[config.mk]
export PLATFORM = sky130hd
export DESIGN_NAME = raptor64_branch_verify
export DESIGN_NICKNAME = d
export VERILOG_FILES = /design/src/rtl/raptor64_branch_verify.sv
export SDC_FILE = /design/constraint.sdc
export NUM_CORES = 1
export LEC_CHECK = 0
export BUFFER_PORTS_ARGS = -buffer_cell sky130_fd_sc_hd__buf_2
export CAP_MARGIN = 20
export CORE_MARGIN = 2
export CORE_UTILIZATION = 56
export CTS_CLUSTER_SIZE = 8
export DETAILED_ROUTE_END_ITERATION = 16
export HOLD_SLACK_MARGIN = 0.02
export PLACE_DENSITY_LB_ADDON = 0.15
export SYNTH_ARGS = -nofsm -noshare
export SYNTH_HDL_FRONTEND = slang
export SYNTH_SLANG_ARGS = --single-unit
[constraint.sdc]
create_clock -name clk -period 3.8 [get_ports clk]
set_input_delay 0.76 -clock clk [delete_from_list [all_inputs] [get_ports clk]]
set_output_delay 0.76 -clock clk [all_outputs]
set_load 0.005 [all_outputs]
[src/rtl/raptor64_branch_verify.sv]
// Raptor64 branch verify: in-order queue of fetch-time predictions,
// checked against EX resolution with redirect on mispredict.
module raptor64_branch_verify #(
  parameter int DEPTH = 4,
  parameter int AWID  = 2
) (
  input  logic        clk,
  input  logic        rst,
  input  logic        advanceI,
  input  logic        iBranch,
  input  logic [63:0] pc,
  input  logic        predict_taken,
  input  logic        advanceX,
  input  logic        isxBranch,
  input  logic [63:0] xpc,
  input  logic        takb,
  input  logic [63:0] xbranch_target,
  output logic        mispredict,
  output logic [63:0] redirect_pc,
  output logic        q_empty,
  output logic        q_full,
  output logic        stall_if,
  output logic [31:0] branch_cnt,
  output logic [31:0] mispredict_cnt,
  output logic        order_err
);

  logic [63:0]   pc_mem [DEPTH];
  logic          pr_mem [DEPTH];
  logic [AWID-1:0] wp, rp, wp_n, rp_n;
  logic [AWID:0]   count, cnt_n;

  logic push, pop, wrong, pc_bad, empty_pop;

  assign pop       = advanceX & isxBranch & ~q_empty;
  assign push      = advanceI & iBranch & (~q_full | pop);
  assign wrong     = pop & (pr_mem[rp] != takb);
  assign pc_bad    = pop & (pc_mem[rp] != xpc);
  assign empty_pop = advanceX & isxBranch & q_empty;
  assign stall_if  = iBranch & q_full & ~pop;

  // A wrong pop flushes the queue; a same-cycle push is wrong-path.
  always_comb begin
    wp_n  = wp;
    rp_n  = rp;
    cnt_n = count;
    if (wrong) begin
      wp_n  = '0;
      rp_n  = '0;
      cnt_n = '0;
    end else begin
      if (push) wp_n = wp + AWID'(1);
      if (pop)  rp_n = rp + AWID'(1);
      if (push & ~pop)      cnt_n = count + (AWID+1)'(1);
      else if (pop & ~push) cnt_n = count - (AWID+1)'(1);
    end
  end

  always_ff @(posedge clk) begin
    if (push) begin
      pc_mem[wp] <= pc;
      pr_mem[wp] <= predict_taken;
    end
  end

  always_ff @(posedge clk) begin
    if (rst) begin
      wp             <= '0;
      rp             <= '0;
      count          <= '0;
      q_empty        <= 1'b1;
      q_full         <= 1'b0;
      mispredict     <= 1'b0;
      redirect_pc    <= '0;
      branch_cnt     <= '0;
      mispredict_cnt <= '0;
      order_err      <= 1'b0;
    end else begin
      wp         <= wp_n;
      rp         <= rp_n;
      count      <= cnt_n;
      q_empty    <= (cnt_n == '0);
      q_full     <= (cnt_n == (AWID+1)'(DEPTH));
      mispredict <= wrong;
      if (wrong)
        redirect_pc <= takb ? xbranch_target : xpc + 64'd4;
      if (pop)
        branch_cnt <= branch_cnt + 32'd1;
      if (wrong)
        mispredict_cnt <= mispredict_cnt + 32'd1;
      if (pc_bad | empty_pop)
        order_err <= 1'b1;
    end
  end

endmodule

======== Word level (Yosys, flattened, before mapping) ========
Memory sizes are Yosys's and may differ from the RTL's. A register that Yosys moved wholly into a read port is not among the register bits.
Index checks and enable logic that the tools add are counted.
cells by class
  $add $sub $neg .......................... 7
  eq/ne operators ......................... 3
  muxes and demuxes ....................... 10
  bitwise logic cells ..................... 17
  reduce and logical (&&, ||, !) cells .... 2
operator list
  cell                   number
  $add 32x1->32 const B  2
  $add 64x3->64 const B  1
  $mux 64                1
  $ne 64x64->1           1
  $and 1x1->1            11
  $mux 3                 3
  $mux 2                 4
  $add 2x1->2 const B    2
  $not 1->1              4
  $add 3x1->3 const B    1
  $eq 3x3->1 const B     1
  $logic_not 3->1        1
  $sub 3x1->3 const B    1
  $mux 1                 2
  $or 1x1->1             2
  $reduce_or 2->1        1
  $ne 1x1->1             1
storage, ports and cells
  register bits after elaboration ......... 139
  RAM bits ................................ 260
  input port bits ......................... 200
  output and inout port bits .............. 133
  logic and storage cells ................. 51
  memories ................................ 2
memories
  name    depth  bits a word  read ports  clocked after Yosys merged registers in  write ports  RTL line  text
  pc_mem  4      64           1           1                                        1            28        logic [63:0] pc_mem [DEPTH];
  pr_mem  4      1            1           1                                        1            29        logic pr_mem [DEPTH];

======== Depth between registers and ports, before layout ========
  word-level depth ........................ 10
  depth in mapped cells ................... 11
  mapped depth without buffers ............ 8

======== Worst setup path before layout ========
Ideal clock, no wire load.
  path type ............................... input port to flip-flop
  from .................................... input port isxBranch
  to ...................................... memory pc_mem[1][0] (enable)
  setup time .............................. 430 ps
  data arrival time ....................... 3,060 ps
  data required time ...................... 3,370 ps
  setup slack ............................. 310 ps
  cell stages on the path ................. 4
  buffers on the path ..................... 1
  cell sequence ........................... nand3b_1 -> clkbuf_1 -> a21oi_1 -> and2_1
between the ends
  longest elaborated chain between the ends .. 6
ends and longest elaborated chain
  what                          RTL line  text
  start: declaration            14        input logic isxBranch,
  $and 1x1->1 (2 in series)     35        assign pop = advanceX & isxBranch & ~q_empty;
  $or 1x1->1                    36        assign push = advanceI & iBranch & (~q_full | pop);
  $and 1x1->1                   36
  $mux 1                        60        if (push) begin
  $mux 1 (not written as such)  61        pc_mem[wp] <= pc;
  end: declaration              28
Every way passes these cells.

==> qor.yml <==
criticalPathCategory: "reg -> reg"
pin_count_of_the_biggest_net_entering_global_routing: 68
r2r_slack_ps: 570
p_total_mw: 10.62
via_count: 13389
cts.repair_timing.setup_buffer_count: 0
most_common_library_cell_in_the_layout_ignoring_fill_and_taps: "sky130_fd_sc_hd__buf_2"
ios: 333
post-route-drc-count: 0
initial_utilization: 0.5661
die_y_um: 182.4
synth.avg_cell_area_um2: 12.18
slowest_delay_ps: 630
cts-root-to-sink-buffers: 3
avgRoutedWirePerCell_um: 23.43
drt_first_pass_iters: 6
ys_ff_latch: 401
hold_path.class: "in -> reg"
fin_ws_ps: 572.7
globalRoute.totalOverflow: 0
share_of_the_clock_period_used_by_the_worst_path_after_layout: 0.8493
power_leakage_nw: 8.001
die-width_um: 182.4
antenna_left: 0
timing_hold_violations_final: 0
max_clock_freq_mhz: 309.9
relSlewSlack: 0.3897
crit_fanout: 26
path_clk_slew_ps: 50
root_buffer: "sky130_fd_sc_hd__clkbuf_16"
cts.repair.resized: 0
crit_path_start_kind: "register"
cts_tree: "done"
post_dp_cell_area_um2: 20050
rows: 65
detail_route.vias_per_cell: 5.924
cp_cell_sequence: "buf_4 > mux2i_1 > o21ai_0 > a2111oi_0 > o2111ai_1 > or4_1 > o41a_1"
reg2reg_to: "order_err$_SDFFE_PP0P_"
die-area_um2: 33260
drt-total-wl_mm: 52.95
worst-endpoint-arrival_ps: 3680
drt-initial-drc-count: 1315
cts-buffers-inserted: 56
async_set_reset_flop_share_out_of_synthesis: 0
wire_length_of_the_first_global_routing_pass_mm: 77.42
cellPowerDensity_nw_per_um2: 488.7
ys_dominant_reg_cell: "sky130_fd_sc_hd__edfxtp_1"
synthesis.nets: 1672
layout-drive-gt1-share: 0.2670
mappedNetlistArea_um2: 17820
finalClockSkew_ps: 33.91
place.detailed.hpwl_mm: 39.31
design.final.nets: 2020
port-buffer-count: 332
min_period_ps: 3227
yosysSeqAreaShare: 0.5967
setup_viol_count_final: 0
vias_in_the_first_global_route: 12648
antenna_found_initial: 6
endpoint_required_time_on_the_critical_path_ps: 4250
setup_tns_ps: 0
clk_latency_ps: 580
grt_total_usage: 0.3127
dpl_worst_slack_ps: 660.1
synthesis.instances: 1463
post_layout_instance_area_um2: 21730
number_of_standard_cells_in_the_layout_taps_in_and_fillers_out: 2260
placeableCoreArea_um2: 31470
crit_path_top_delay_cell: "sky130_fd_sc_hd__dfxtp_4"
worst_ir_drop_vdd_mv: 0.4132
area.growth.synth_to_final_pct: 21.95
grt_setup_unrepaired: "false"
number_of_h_tree_levels: 2
slew_viol_final: 0
yosys_warns: 0
cts_num_sinks: 401
most-common-layout-cells: "sky130_fd_sc_hd__buf_2, sky130_fd_sc_hd__edfxtp_1, sky130_fd_sc_hd__dfxtp_1"
synth_edf_count: 260
count_of_max_cap_constraint_violations: 0
r2r.worst_path.cells: 7
status: "finished clean"
dp_cells: 2155
endpoint_kind: "register"
ys_types: 65
post_cts_hold_buffer_count: 0
worst_pin_slew_ps: 892.4
critical_path.endpoint: "order_err$_SDFFE_PP0P_"
place_congestion: 0.9695
## stage by stage
| stage | util | hold WS (ps) |
|---|---|---|
| after floorplan | - | 443.0 |
| after global placement | 0.6371 | 436.1 |
| after detailed placement | 0.6371 | 442.9 |
| after CTS | 0.6897 | 376.7 |
| after global routing | 0.6898 | 384.7 |
| final | 0.6903 | 392.5 |
## layout make-up
| cell class | instances | area (um^2) |
|---|---|---|
| fill | 2318 | 9747 |
| clock buffer | 93 | 1562 |
| inverter | 28 | 105.1 |
| clock inverter | 4 | 95.09 |
| antenna | 8 | 20.02 |
| sequential | 401 | 10640 |
| multi-input combinational | 954 | 6728 |
| timing repair buffer | 370 | 2077 |
| tap | 402 | 503.0 |
## sequential cells by signal, summed over array words and instances (netlist names), named ones only
signal,flops
pc_mem,256
redirect_pc,64
branch_cnt,32
mispredict_cnt,32
pr_mem,4
count,3
rp,2
wp,2
mispredict,1
order_err,1
q_empty,1
q_full,1
## cell usage after synthesis, drive strengths merged, types with 11 or more instances
cell    instances  share of area
edfxtp        260           0.44
dfxtp         141           0.16
nand2         135          0.028
nor2          126          0.027
xor2           82          0.040
o21ai          78          0.022
xnor2          76          0.037
mux2i          70          0.039
clkbuf         56          0.012
a21oi          51          0.014
nand3          51          0.014
mux4           40          0.051
nand4          30          0.011
inv            27         0.0057
and3           24         0.0084
buf            24         0.0088
nor3           18         0.0051
nor4           15         0.0080
o22ai          15         0.0053
or3            15         0.0053
and4           12         0.0059
a22o           11         0.0054
## layer usage
layer / GRT usage / share of wire
met5: 0 / 0.00034
met1: 0.4208 / 0.40
met3: 0.06605 / 0.097
met4: 0.1123 / 0.035
met2: 0.5064 / 0.47
## cell families (layout without fill, tap and decap cells)
group | after synthesis | count (layout) | share of synthesized area
buffers and inverters | 108 | 495 | 0.02655
AOI/OAI and AO/OA | 210 | 210 | 0.07234
muxes | 113 | 113 | 0.09179
other | 0 | 8 | 0
xor gates and xnor gates | 158 | 158 | 0.07767
and+or+nand+nor | 464 | 464 | 0.1287
DFF | 401 | 401 | 0.5967
adders and majority gates | 9 | 9 | 0.006321
## where the power goes
group	switching [mW]	total [mW]	internal [mW]
clock network	1.81	4.65	2.84
registers	0.0874	4.88	4.79
logic	0.652	1.09	0.440
## critical path: cells and delay by family, from the launching register on
family / cells / cell delay [ps]
multiplexers: 1 / 380
buffers and inverters: 1 / 330
flip-flops: 1 / 630
AND/OR/NAND/NOR: 1 / 490
AO/OA/AOI/OAI: 4 / 1260
## how the worst min path moves through the flow
| stage | startpoint | end | depth (start not counted) |
|---|---|---|---|
| after floorplan | redirect_pc[40]$_SDFFE_PP0N_ | redirect_pc[40]$_SDFFE_PP0N_ | 2 |
| after global placement | redirect_pc[27]$_SDFFE_PP0N_ | redirect_pc[27]$_SDFFE_PP0N_ | 2 |
| after detailed placement | redirect_pc[28]$_SDFFE_PP0N_ | redirect_pc[28]$_SDFFE_PP0N_ | 2 |
| after CTS | pc[24] | pc_mem[2][24]$_DFFE_PP_ | 1 |
| after global routing | pc[24] | pc_mem[0][24]$_DFFE_PP_ | 1 |
| final | pc[24] | pc_mem[0][24]$_DFFE_PP_ | 1 |
Power figures use the tool's default switching activity.
